==> src/rtl/fifo_buffer.sv <==
`default_nettype none
// ============================================================================
// Module   : fifo_buffer
// Summary  : Single-clock FIFO with a registered read port and level flags.
//            Optional sticky overflow/underflow flags are built in only when
//            the macro FIFO_BUFFER_ERR_EN is defined.
// Revision : 1.0 - initial release
// ============================================================================
module fifo_buffer #(
   parameter int WIDTH      = 8,
   parameter int DEPTH      = 16,
   parameter int AFULL_LVL  = DEPTH - 2,
   parameter int AEMPTY_LVL = 2
) (
   input  logic                   clock,
   input  logic                   reset_L,
   input  logic                   flush,
   input  logic                   we,
   input  logic [WIDTH-1:0]       wdata,
   input  logic                   re,
   output logic [WIDTH-1:0]       rdata,
   output logic                   rvalid,
   output logic                   full,
   output logic                   empty,
   output logic                   almost_full,
   output logic                   almost_empty,
   output logic [$clog2(DEPTH):0] count,
   output logic                   overflow,
   output logic                   underflow,
   input  logic                   err_clear
);

   localparam int AW = $clog2(DEPTH);
   localparam int CW = AW + 1;
   localparam logic [CW-1:0] FULL_CNT   = CW'(DEPTH);
   localparam logic [CW-1:0] AFULL_CNT  = CW'(AFULL_LVL);
   localparam logic [CW-1:0] AEMPTY_CNT = CW'(AEMPTY_LVL);

   logic [WIDTH-1:0] mem_q [DEPTH];
   logic [AW-1:0]    wr_ptr_q, wr_ptr_d;
   logic [AW-1:0]    rd_ptr_q, rd_ptr_d;
   logic [CW-1:0]    count_q, count_d;
   logic [WIDTH-1:0] rdata_q, rdata_d;
   logic             rvalid_q, rvalid_d;
   logic             w_rd_acc;
   logic             w_wr_acc;

   // A full FIFO still accepts a write when a read frees a slot on the same edge
   assign w_rd_acc = re && (count_q != '0);
   assign w_wr_acc = we && ((count_q != FULL_CNT) || w_rd_acc);

   always_comb begin
      wr_ptr_d = wr_ptr_q;
      rd_ptr_d = rd_ptr_q;
      count_d  = count_q;
      rdata_d  = rdata_q;
      rvalid_d = 1'b0;
      if (flush) begin
         wr_ptr_d = '0;
         rd_ptr_d = '0;
         count_d  = '0;
      end else begin
         if (w_wr_acc) begin
            wr_ptr_d = wr_ptr_q + AW'(1);
         end
         if (w_rd_acc) begin
            rd_ptr_d = rd_ptr_q + AW'(1);
            rdata_d  = mem_q[rd_ptr_q];
            rvalid_d = 1'b1;
         end
         if (w_wr_acc && !w_rd_acc) begin
            count_d = count_q + CW'(1);
         end else if (!w_wr_acc && w_rd_acc) begin
            count_d = count_q - CW'(1);
         end
      end
   end

   always_ff @(posedge clock or negedge reset_L) begin
      if (!reset_L) begin
         wr_ptr_q <= '0;
         rd_ptr_q <= '0;
         count_q  <= '0;
         rdata_q  <= '0;
         rvalid_q <= 1'b0;
      end else begin
         wr_ptr_q <= wr_ptr_d;
         rd_ptr_q <= rd_ptr_d;
         count_q  <= count_d;
         rdata_q  <= rdata_d;
         rvalid_q <= rvalid_d;
      end
   end

   // Storage is deliberately left out of reset; the pointers define validity
   always_ff @(posedge clock) begin
      if (w_wr_acc && !flush) begin
         mem_q[wr_ptr_q] <= wdata;
      end
   end

   assign rdata        = rdata_q;
   assign rvalid       = rvalid_q;
   assign count        = count_q;
   assign full         = (count_q == FULL_CNT);
   assign empty        = (count_q == '0);
   assign almost_full  = (count_q >= AFULL_CNT);
   assign almost_empty = (count_q <= AEMPTY_CNT);

`ifdef FIFO_BUFFER_ERR_EN
   logic ovf_q, ovf_d;
   logic udf_q, udf_d;

   // A new error event wins over err_clear on the same edge
   always_comb begin
      ovf_d = ovf_q;
      udf_d = udf_q;
      if (we && !w_wr_acc) begin
         ovf_d = 1'b1;
      end else if (err_clear) begin
         ovf_d = 1'b0;
      end
      if (re && (count_q == '0)) begin
         udf_d = 1'b1;
      end else if (err_clear) begin
         udf_d = 1'b0;
      end
   end

   always_ff @(posedge clock or negedge reset_L) begin
      if (!reset_L) begin
         ovf_q <= 1'b0;
         udf_q <= 1'b0;
      end else begin
         ovf_q <= ovf_d;
         udf_q <= udf_d;
      end
   end

   assign overflow  = ovf_q;
   assign underflow = udf_q;
`else
   logic unused_err_clear;
   assign unused_err_clear = err_clear;
   assign overflow         = 1'b0;
   assign underflow        = 1'b0;
`endif

endmodule
`default_nettype wire
==> config.mk <==
export PLATFORM = sky130hd
export DESIGN_NAME = fifo_buffer
export DESIGN_NICKNAME = d
export VERILOG_FILES = /design/src/rtl/fifo_buffer.sv
export SDC_FILE = /design/constraint.sdc
export NUM_CORES = 1
export LEC_CHECK = 0
export CAP_MARGIN = 20
export CORE_ASPECT_RATIO = 0.8
export CORE_MARGIN = 10
export CORE_UTILIZATION = 35
export DETAILED_ROUTE_END_ITERATION = 16
export SYNTH_ARGS = -nofsm -noshare
export SYNTH_HDL_FRONTEND = slang
export SYNTH_SLANG_ARGS = --single-unit
==> constraint.sdc <==
create_clock -name clock -period 2.8 [get_ports clock]
set_clock_uncertainty 0.1 [all_clocks]
set_input_delay 0.28 -clock clock [delete_from_list [all_inputs] [get_ports clock]]
set_output_delay 0.28 -clock clock [all_outputs]
set_load 0.05 [all_outputs]
==> results.toml <==
[clocking]
cts-buffers-inserted = 17
cts.clk_slew.worst_paths_ns = 0.06
cts_buffer_depth = 2
cts_hold_buffers = 0
tritoncts_clock_tree = "built"
clock_latency_ns = 0.41
root_buffer = "sky130_fd_sc_hd__clkbuf_16"
htreeDepth = 4
clkSinkCount = 150

[min_path]
worst_hold_path_type = "primary input to asynchronous set/reset pin"

[detailed_routing]
avgRoutedWirePerCell_um = 20.8
route.vias.total = 3310
route.detailed.vias_per_inst = 5.19
totalWireLength_um = 13300
drtPass1Iterations = 4
detail_route.drc_violations = 0
detail_route.iter0.violations = 297
final_antenna_net_count = 0

[critical_path]
crit_family = "compound AO/OA/AOI/OAI gates"
kind_of_start_point_of_the_critical_path = "flip-flop"
worstRegToRegCells = 8
list_of_cells_traversed_by_the_critical_path = "or4_4 -> o211ai_1 -> buf_4 -> ha_2 -> a21oi_2 -> nand2_2 -> a211o_1 -> a41oi_2"
cp_slowest_cell = "sky130_fd_sc_hd__or4_4"
crit-reg2reg-capture = "count[4]"
timing.critical_path.to_type = "flip-flop"
arrival_ns = 2.97
rr_startpoint = "count[0]"
cp_max_fo = 5
cp_num_buf_inv = 1
max_stage_delay_ns = 0.53
critical_path_required_ns = 3.03
timing_worst_setup_path_type = "flip-flop to flip-flop"
worst-r2r-setup-slack_ns = 0.06

[sta]
hold-worst-slack_ns = 0.134
timing_hold_violations_final = 0
worst-slew-pin-transition_ns = 0.939
maximum_clock_frequency_ghz = 0.365
layout_min_cycle_time_ns = 2.74
setup_viol = 0
slew_headroom_pct = 37.2
timing.final.crit_share_pct = 97.7
timing.final.max_slew_violations = 0

[synthesis]
postSynth.topFlopCell = "sky130_fd_sc_hd__edfxtp_1"
async_reset_ff_share_pct = 14.7
mappedNetlistArea_sq_um = 6200
yosys_register_bits = 150
syn-mean-instance-area_sq_um = 18.1
synthDominantCellAreaShare_pct = 62.0
synth_edf_count = 128
post-synth-top-area-cell = "sky130_fd_sc_hd__edfxtp_1"
synth_area_leaders = "sky130_fd_sc_hd__edfxtp_1 62%, sky130_fd_sc_hd__mux4_2 12%, sky130_fd_sc_hd__dfrtp_1 8.9%"
netlist-cell-type-count = 45
synth.yosys.warnings = 0
syn_inst = 342
seq_area_frac_synth_pct = 70.9

[job]
drv_cap = 0

[global_route]
grt_use_met3_pct = 2.95
antenna_found_initial = 0
largest_net_degree_at_the_start_of_global_routing = 35
grt_pass1_wl_um = 20100
grt_use_met2_pct = 17.1
grt_most_used_layer = "met2"
grtUsageTotal_pct = 11.3
first_global_vias = 3299
grt_overflow_total = 0
grtUsageMet1_pct = 15.5

[placed_design]
dp_hpwl_um = 8390
placed_cell_area_sq_um = 6850
placement.io_buffers = 30
routabilityCongestion = 0.811

[floorplanning]
floorplan.die_area_sq_um = 23500
start_util_pct = 35.7
dieWidth_um = 169
io_pins = 34
placement_rows = 43
core_area_sq_um = 17400
die_h_um = 139

[pwr]
power_mw = 6.58
power_per_cell_area_nw_per_um2 = 875
cellLeakagePower_nw = 2.45
worst_ir_drop_vdd_mv = 0.361

[layout]
stdcell_area_sq_um = 7520
leading_cell_type_in_the_layout_fill_and_taps_excluded = "sky130_fd_sc_hd__edfxtp_1"
num_antenna_cells = 0
final_layout_size_suffix_gt1_share_pct = 30.5
finish.utilization_pct = 43.3
final_nets = 424
signed_area_change_from_the_synthesized_netlist_to_the_final_layout_pct = 21.3
mostFrequentLayoutCells = "128 x sky130_fd_sc_hd__edfxtp_1, 32 x sky130_fd_sc_hd__mux4_2, 30 x sky130_fd_sc_hd__nor2_1"

[status]
run_status = "completed"
==> flip-flops by register name, summed over array words and instances (netlist names) <==
register and cells:
count 5, mem_q 128, rd_ptr_q 4, rdata 8
rvalid 1, wr_ptr_q 4
==> cell families (layout without fill, tap and decap cells) <==
group	Yosys count	count (layout)	synth area share [%]
flip-flops	150	150	70.9
XOR/XNOR	8	8	1.13
adder cells (fa/ha/maj)	10	10	2.14
multiplexers	45	45	14.0
AND/OR/NAND/NOR	55	55	4.00
AO/OA/AOI/OAI	48	48	5.71
other	1	2	0.0605
buffers and inverters	25	95	2.10
==> report_power, final <==
group / leakage, nW / switching [mW] / internal (mW)
Combinational: 0.778 / 1.05 / 0.661
Clock: 0.257 / 0.882 / 1.31
Sequential: 1.42 / 0.119 / 2.55
Total: 2.45 / 2.05 / 4.52
==> what timing repair did <==
action                     CTS  global route
hold endpoints to repair     0             0
setup endpoints to repair    0             2
gates resized for setup      0            10
setup buffers                0             7
==> metal layers <==
metal / routed length [um] / part of all wire, % / vias up
met5: 0 / 0 / -
met4: 161 / 1.2 / 0
li1: - / - / 1478
met1: 5940 / 45 / 1726
met2: 6330 / 48 / 91
met3: 863 / 6.5 / 15
==> synth_stat cells (all sizes together), types with 3 or more instances <==
master	number
o22ai	16
ha	9
inv	5
mux4	32
nand2	7
mux2	11
edfxtp	128
xor2	4
nor2	30
clkbuf	5
nand3	7
a21oi	14
o211ai	3
dfrtp	22
buf	14
xnor2	4
==> final cells by class <==
class	count	area, sq um
Clock inverter	13	136
Sequential cell	150	4400
Inverter	6	22.5
Multi-Input combinational cell	168	1730
Clock buffer	19	433
Tap cell	225	282
Timing Repair Buffer	57	510
Fill cell	1513	9860
==> worst max-delay path by stage <==
stage / cells past startpoint / from / end / slack [ns]
2_1_floorplan: 8 / count[2] / count[4] / -0.03
3_3_place_gp: 7 / count[0] / count[4] / 0.05
3_5_place_dp: 7 / count[0] / count[4] / 0.04
4_1_cts: 7 / count[0] / count[4] / 0.01
5_1_grt: 8 / count[0] / count[3] / -0.08
6_report: 8 / count[0] / count[4] / 0.06
==> stage by stage <==
stage | worst slack [ns] | std cells | setup TNS, ns
floorplan | -0.0274 | 343 | -0.0274
global placement | 0.0498 | 599 | 0
detailed placement | 0.0367 | 599 | 0
CTS | 0.0101 | 631 | 0
global route | -0.0791 | 638 | -0.123
finish | 0.0634 | 638 | 0
No activity file was read; power rests on OpenSTA's default activity.
